<file path="src/rtl/alu_mc.sv">
// Multi-cycle ALU: single-cycle add/sub/logic/shift ops, iterative shift-add MUL
// and restoring DIVU (one bit per cycle), registered result/flags with done pulse.
module alu_mc #(
   parameter int DATA_WIDTH  = 16,
   parameter int SHAMT_WIDTH = $clog2(DATA_WIDTH)
) (
   input  logic                  clk_i,
   input  logic                  rst_i,
   input  logic                  valid_i,
   output logic                  ready_o,
   input  logic [3:0]            op_i,
   input  logic [DATA_WIDTH-1:0] a_i,
   input  logic [DATA_WIDTH-1:0] b_i,
   input  logic [3:0]            psr_i,
   output logic                  done_o,
   output logic [DATA_WIDTH-1:0] result_o,
   output logic [3:0]            apsr_o
);

   localparam int W  = DATA_WIDTH;
   localparam int CW = $clog2(DATA_WIDTH);

   typedef enum logic [1:0] {IDLE, EXEC, DONE} state_t;

   typedef enum logic [3:0] {
      OP_ADD  = 4'd0,  OP_ADDC = 4'd1,  OP_SUB  = 4'd2,  OP_SUBC = 4'd3,
      OP_NAND = 4'd4,  OP_NOR  = 4'd5,  OP_XOR  = 4'd6,  OP_XNOR = 4'd7,
      OP_SHL  = 4'd8,  OP_SHR  = 4'd9,  OP_ASR  = 4'd10, OP_MUL  = 4'd11,
      OP_DIVU = 4'd12
   } op_t;

   state_t          state, nxt_state;
   logic            accept, multi, last;
   logic [CW-1:0]   cnt;
   logic [W-1:0]    hi, lo, opnd;
   logic            is_div;

   logic [W-1:0]    s_res;
   logic            s_v, s_c, s_pass;
   logic [3:0]      s_flags;
   logic [W:0]      wide;
   logic [SHAMT_WIDTH-1:0] sh;

   logic [W:0]      it_sum;
   logic [W-1:0]    it_hi, it_lo;
   logic [3:0]      fin_flags;

   assign ready_o = (state != EXEC) && !rst_i;
   assign accept  = valid_i && ready_o;
   assign multi   = (op_i == OP_MUL) || (op_i == OP_DIVU);
   assign last    = (cnt == CW'(W - 1));
   assign sh      = b_i[SHAMT_WIDTH-1:0];

   always_ff @(posedge clk_i) begin
      if (rst_i) state <= IDLE;
      else       state <= nxt_state;
   end

   always_comb begin
      nxt_state = state;
      case (state)
         IDLE, DONE: begin
            if (accept) nxt_state = multi ? EXEC : DONE;
            else        nxt_state = IDLE;
         end
         EXEC: if (last) nxt_state = DONE;
         default: nxt_state = IDLE;
      endcase
   end

   always_comb begin
      s_res  = a_i;
      s_v    = 1'b0;
      s_c    = 1'b0;
      s_pass = 1'b0;
      wide   = '0;
      case (op_i)
         OP_ADD, OP_ADDC: begin
            wide  = {1'b0, a_i} + {1'b0, b_i} + (W+1)'((op_i == OP_ADDC) && psr_i[0]);
            s_res = wide[W-1:0];
            s_c   = wide[W];
            s_v   = (a_i[W-1] == b_i[W-1]) && (s_res[W-1] != a_i[W-1]);
         end
         OP_SUB, OP_SUBC: begin
            // Top bit of the extended difference is the unsigned borrow.
            wide  = {1'b0, a_i} - {1'b0, b_i} - (W+1)'((op_i == OP_SUBC) && psr_i[0]);
            s_res = wide[W-1:0];
            s_c   = wide[W];
            s_v   = (a_i[W-1] != b_i[W-1]) && (s_res[W-1] != a_i[W-1]);
         end
         OP_NAND: s_res = ~(a_i & b_i);
         OP_NOR:  s_res = ~(a_i | b_i);
         OP_XOR:  s_res = a_i ^ b_i;
         OP_XNOR: s_res = ~(a_i ^ b_i);
         OP_SHL: begin
            wide  = {1'b0, a_i} << sh;
            s_res = wide[W-1:0];
            s_c   = wide[W];
         end
         OP_SHR: begin
            wide  = {a_i, 1'b0} >> sh;
            s_res = wide[W:1];
            s_c   = wide[0];
         end
         OP_ASR: begin
            wide  = $signed({a_i, 1'b0}) >>> sh;
            s_res = wide[W:1];
            s_c   = wide[0];
         end
         OP_MUL, OP_DIVU: s_res = a_i;
         default: s_pass = 1'b1;
      endcase
      if (s_pass) s_flags = psr_i;
      else        s_flags = {s_v, s_res[W-1], (s_res == '0), s_c};
   end

   // MUL: hi:lo is the product shifting right; DIVU: hi is the remainder, lo
   // shifts the dividend out at the top and quotient bits in at the bottom.
   always_comb begin
      it_sum = '0;
      if (is_div) begin
         it_sum = {hi, lo[W-1]} - {1'b0, opnd};
         if (!it_sum[W]) begin
            it_hi = it_sum[W-1:0];
            it_lo = {lo[W-2:0], 1'b1};
         end else begin
            it_hi = {hi[W-2:0], lo[W-1]};
            it_lo = {lo[W-2:0], 1'b0};
         end
         fin_flags = {(opnd == '0), it_lo[W-1], (it_lo == '0), 1'b0};
      end else begin
         it_sum    = lo[0] ? ({1'b0, hi} + {1'b0, opnd}) : {1'b0, hi};
         it_hi     = it_sum[W:1];
         it_lo     = {it_sum[0], lo[W-1:1]};
         fin_flags = {1'b0, it_lo[W-1], (it_lo == '0), (it_hi != '0)};
      end
   end

   always_ff @(posedge clk_i) begin
      if (rst_i) begin
         done_o   <= 1'b0;
         result_o <= '0;
         apsr_o   <= '0;
         cnt      <= '0;
         hi       <= '0;
         lo       <= '0;
         opnd     <= '0;
         is_div   <= 1'b0;
      end else begin
         done_o <= 1'b0;
         if (accept) begin
            if (multi) begin
               is_div <= (op_i == OP_DIVU);
               cnt    <= '0;
               hi     <= '0;
               lo     <= (op_i == OP_DIVU) ? a_i : b_i;
               opnd   <= (op_i == OP_DIVU) ? b_i : a_i;
            end else begin
               result_o <= s_res;
               apsr_o   <= s_flags;
               done_o   <= 1'b1;
            end
         end else if (state == EXEC) begin
            cnt <= cnt + 1'b1;
            hi  <= it_hi;
            lo  <= it_lo;
            if (last) begin
               result_o <= it_lo;
               apsr_o   <= fin_flags;
               done_o   <= 1'b1;
            end
         end
      end
   end

endmodule

</file>
<file path="config.mk">
export PLATFORM = sky130hd
export DESIGN_NAME = alu_mc
export DESIGN_NICKNAME = d
export VERILOG_FILES = /design/src/rtl/alu_mc.sv
export SDC_FILE = /design/constraint.sdc
export NUM_CORES = 1
export LEC_CHECK = 0
export ABC_AREA = 0
export CORE_ASPECT_RATIO = 1.25
export CORE_MARGIN = 2
export CORE_UTILIZATION = 54
export DETAILED_ROUTE_END_ITERATION = 12
export PLACE_DENSITY = 0.82
export SYNTH_ARGS = -nofsm -noshare
export SYNTH_HDL_FRONTEND = slang
export SYNTH_SLANG_ARGS = --single-unit
</file>
<file path="constraint.sdc">
create_clock -name clk_i -period 8.28 [get_ports clk_i]
set_input_delay 1.242 -clock clk_i [delete_from_list [all_inputs] [get_ports clk_i]]
set_output_delay 1.242 -clock clk_i [all_outputs]
set_load 0.02 [all_outputs]
</file>
==> run summary <==
The tree is rooted in a sky130_fd_sc_hd__clkbuf_16. By area, the combinational part of the netlist is dominated by compound AO/OA/AOI/OAI gates. The number of DRC violations after detailed routing came out at 0.

The number of ports placed on the die boundary came out at 65. The initial utilization of the core area, before any placement, comes to 0.550. The clock tree from TritonCTS is done. The final number of setup-violating endpoints is 0. The initial antenna violation count is 0. Summed over all layers, the global routing overflow is 0.

The highest-delay cell along the critical path is sky130_fd_sc_hd__clkdlybuf4s50_1. The later-pin clock latency in the skew report is 340 ps. The net count reported at finish is roughly 1.6k. The number of synthesized flops with an enable pin is 0. The path with the worst hold slack has its endpoint at result_o[12]$_SDFFE_PP0P_. The chip height came out at 161 um. At the pin with the least slew margin, the transition time is 1170 ps. The HPWL after detailed placement is 29900 um. The fraction of final layout cells sized beyond drive strength 1 is 0.0760. The combined global-route utilization of all metal layers is 0.379. The number of violations reported at the end of detailed-routing iteration 0 came out at 1222. Of the total synthesized cell area, the portion taken by AND, OR, NAND and NOR gates is 0.225.

The clock arrives with between 8 and 9 ps of skew. Synthesis produced a netlist with a net count of 1609. The number of placed cells counting well taps came out at roughly 1.7k. The relative max-transition margin is 0.214. The post-synthesis cell area is roughly 11000 um2. The number of buffers created by CTS is 9. The placeable core area came out at around 19000 um2.

Setup repair after global routing left no endpoint under its margin. The number of hold-repair buffers added at the cts stage came out at 0. The via count of the first global-routing pass came out at ~11k. The number of H-tree branching levels is 3. The total wire length is between 40000 and 50000 um. For this design the total switching power over the nets is 0.540 mW. The worst hold path begins at result_o[12]$_SDFFE_PP0P_. The detailed router placed approximately 12k vias in this run.

The hold violation total from the final report came out at 0. The number of cells on the worst hold path is 2. The combinational share of power is 0.438. Of the total power, the clock network draws 0.277. After clock tree synthesis, the repair step resized 0 gates. The run finished with clean final reports.

The area growth from synthesis to final layout came out at 8.82%. The fraction of the mapped netlist area in adder cells came out at 0.124. The startpoint identified for the worst register-to-register timing path is lo[15]$_SDFFE_PP0P_. The highest net fanout along the worst path is 15. The worst reg-to-reg path cell count came out at 14.

The number of placement rows is 57. The tightest min-delay check is of the reg2reg type. Of the total power, registers draw 0.285. The register bit total from synthesis is 76. During synthesis, Yosys emitted a total of 0 warnings. The fraction of the yosys area taken by sequential cells is 0.143. The number of sinks on the clock net came out at 76. After synthesis, the netlist uses between 80 and 90 different library cells.

The number of search-and-repair iterations in the first detailed-routing pass is 6. The power density over the cells is around 120 nW/um2. The post-synthesis async set-or-reset flop share is 0. Dividing the synthesized area by the synthesized cell count gives ~7.3 um2.

The number of max-slew violations in the final report came out at 0. The via count normalized by instance count came out at between 6 and 7. The post-synthesis cell count came out at ~1.5k. In the final routed layout, each cell accounts on average for roughly 23 um.

Input and output buffers added on the ports amount to 64. The post-route cell area came out at 11600 um2. The number of buffers inserted by post-CTS setup repair is 0. After clock tree synthesis, the clock-pin slew on the worst setup and hold paths is 60 ps. The peak ir drop on the vdd network is approximately 0.094 mV. The slack of the worst reg-to-reg path is ~4600 ps. The cell internal power dissipation is 0.803 mW.

In the synthesized netlist the dominant register cell turns out to be sky130_fd_sc_hd__dfxtp_1. The worst setup path is launched from an input pin. On the worst path, the slowest cell contributes a delay of around 1100 ps. Walking the worst path, the cells encountered are clkdlybuf4s50_1, inv_1, ha_1, a211oi_1, o21ai_1, a2111oi_2, o31a_1, o21ai_1, xor2_1, a211oi_1, o21ba_2, and4_1, a21o_1. The ratio of final minimum period to clock period came out at 0.665.

At the end of routability-driven placement, the weighted congestion stood at about 1.1. The tool flagged a number of max-cap violations equal to 0. The leakage power is around 4.6 nW. The synthesized-area fraction occupied by xor and xnor cells is 0.0361.

The portion of synthesized area spent on multiplexers is 0.115. The power consumption came out at approximately 1.3 mW. The final standard cell count with taps included and fillers excluded is ~1.7k.

The setup TNS is 0 ps. The total die area came out at approximately 21000 um2. Measured on the finished design, the core utilization comes to 0.599.

The highest clock frequency the design can meet is ~180 MHz. The arrival time of the worst setup path came out at about 5800 ps. The first global-routing pass estimated between 60000 and 70000 um of wire. The switching share of total power is 0.402. The count of nets left with antenna violations after detail routing came out at 0. The critical path is of the in2reg type. For the worst setup path, the data required time is between 8000 and 9000 ps. The placed instances occupy a cell area of ~11000 um2.

The repair_antennas step left the layout with diodes totalling 0. The floorplan die width came out at roughly 130 um. The buffer depth of the longest clock path came out at 2.

STA classifies the critical path endpoint as a flop. The pin count of the biggest net entering global routing came out at 66. The fraction of the mapped netlist area in compound gates came out at 0.282. The routed design could run at a clock period as short as between 5000 and 6000 ps.

The worst register-to-register path ends at apsr_o[1]$_SDFFE_PP0P_.
==> power groups by stage <==
| stage | registers, mW | logic [mW] | clock network [mW] |
|---|---|---|---|
| final | 0.382 | 0.589 | 0.372 |
| after global routing | 0.383 | 0.630 | 0.385 |
| after global placement | 0.390 | 0.563 | 0 |
| after CTS | 0.382 | 0.572 | 0.373 |
| after detailed placement | 0.391 | 0.569 | 0 |
| after floorplan | 0.394 | 0.395 | 0 |
==> state kept, by name, summed over array words and instances, names as in the netlist <==
signal / count
done_o: 1
opnd: 16
state: 2
cnt: 4
result_o: 16
hi: 16
is_div: 1
apsr_o: 4
lo: 16
==> layout make-up <==
type                            count  area, um2
Timing Repair Buffer               89        803
Multi-Input combinational cell   1193       8350
Clock buffer                        9        225
Tap cell                          265        332
Inverter                           87        327
Sequential cell                    76       1520
Fill cell                        1851       7790
Clock inverter                      7       51.3
==> worst max-delay path: cells and delay by family <==
kind | cells | cell delay, ps
buffers and inverters | 2 | 1390
AND/OR/NAND/NOR | 1 | 190
adder cells (fa/ha/maj) | 1 | 420
XOR/XNOR | 1 | 170
AO/OA/AOI/OAI | 8 | 2390
==> metal layers <==
layer  vias to the layer above  global-route usage  wire, um
li1                       5352                   -         -
met1                      5389               0.452     14600
met2                       693               0.620     18900
met3                       198              0.0467      3220
met4                         0               0.279      3460
met5                         -                   0         0
==> per-stage QoR <==
| stage | setup slack (ps) | hold WS, ps |
|---|---|---|
| 6_report | 2780 | 463 |
| 5_1_grt | 2570 | 487 |
| 4_1_cts | 2880 | 462 |
| 3_5_place_dp | 2530 | 453 |
| 3_3_place_gp | 2580 | 444 |
| 2_1_floorplan | 3110 | 484 |
==> cell usage in the layout, fill, tap and decap left out, drive strengths merged, types with 6 or more instances in the layout <==
cell type / count
a311oi: 26
mux2: 18
nand2b: 14
or3: 6
xnor2: 29
nor2b: 29
a21oi: 120
nand3: 33
nand2: 149
clkbuf: 9
and3: 8
clkdlybuf4s50: 59
nor4: 13
mux2i: 41
a22o: 13
inv: 88
ha: 96
nand4: 10
nand3b: 7
mux4: 27
a21o: 19
o2111ai: 8
nor3: 42
dfxtp: 76
and2: 9
o21a: 13
a211o: 8
xor2: 15
a22oi: 6
fa: 6
a31oi: 16
o21ai: 81
nor2: 166
a211oi: 37
buf: 30
o221a: 6
o21bai: 14
o211ai: 23
==> worst max path at each step <==
stage / to / from / cells after the start
2_1_floorplan: apsr_o[1]$_SDFFE_PP0P_ / op_i[2] / 17
3_3_place_gp: apsr_o[1]$_SDFFE_PP0P_ / op_i[1] / 17
3_5_place_dp: apsr_o[1]$_SDFFE_PP0P_ / op_i[1] / 17
4_1_cts: apsr_o[1]$_SDFFE_PP0P_ / op_i[1] / 17
5_1_grt: apsr_o[1]$_SDFFE_PP0P_ / op_i[1] / 17
6_report: apsr_o[1]$_SDFFE_PP0P_ / a_i[1] / 13
==> Yosys cell counts (23+ instances only) <==
cell type,n,area share
sky130_fd_sc_hd__buf_2,24,0.011
sky130_fd_sc_hd__nor3_1,42,0.020
sky130_fd_sc_hd__xnor2_1,29,0.024
sky130_fd_sc_hd__a211oi_1,37,0.026
sky130_fd_sc_hd__clkbuf_1,62,0.022
sky130_fd_sc_hd__nor2_1,165,0.058
sky130_fd_sc_hd__a21oi_1,120,0.056
sky130_fd_sc_hd__inv_1,84,0.030
sky130_fd_sc_hd__ha_1,96,0.11
sky130_fd_sc_hd__o211ai_1,23,0.016
sky130_fd_sc_hd__nand2_1,149,0.052
sky130_fd_sc_hd__o21ai_0,74,0.035
sky130_fd_sc_hd__a311oi_1,26,0.021
sky130_fd_sc_hd__nor2b_1,28,0.016
sky130_fd_sc_hd__mux2i_1,41,0.038
sky130_fd_sc_hd__dfxtp_1,76,0.14
sky130_fd_sc_hd__nand3_1,33,0.015
sky130_fd_sc_hd__mux4_2,26,0.055
==> cells by family (layout without fill, tap and decap cells) <==
| logic type | count (synthesis) | in the layout |
|---|---|---|
| AO/OA/AOI/OAI | 448 | 448 |
| XOR/XNOR | 44 | 44 |
| adder cells (fa/ha/maj) | 102 | 102 |
| buffers and inverters | 195 | 192 |
| flip-flops | 76 | 76 |
| multiplexers | 86 | 86 |
| AND/OR/NAND/NOR | 513 | 513 |
Power figures use the tool's default switching activity.
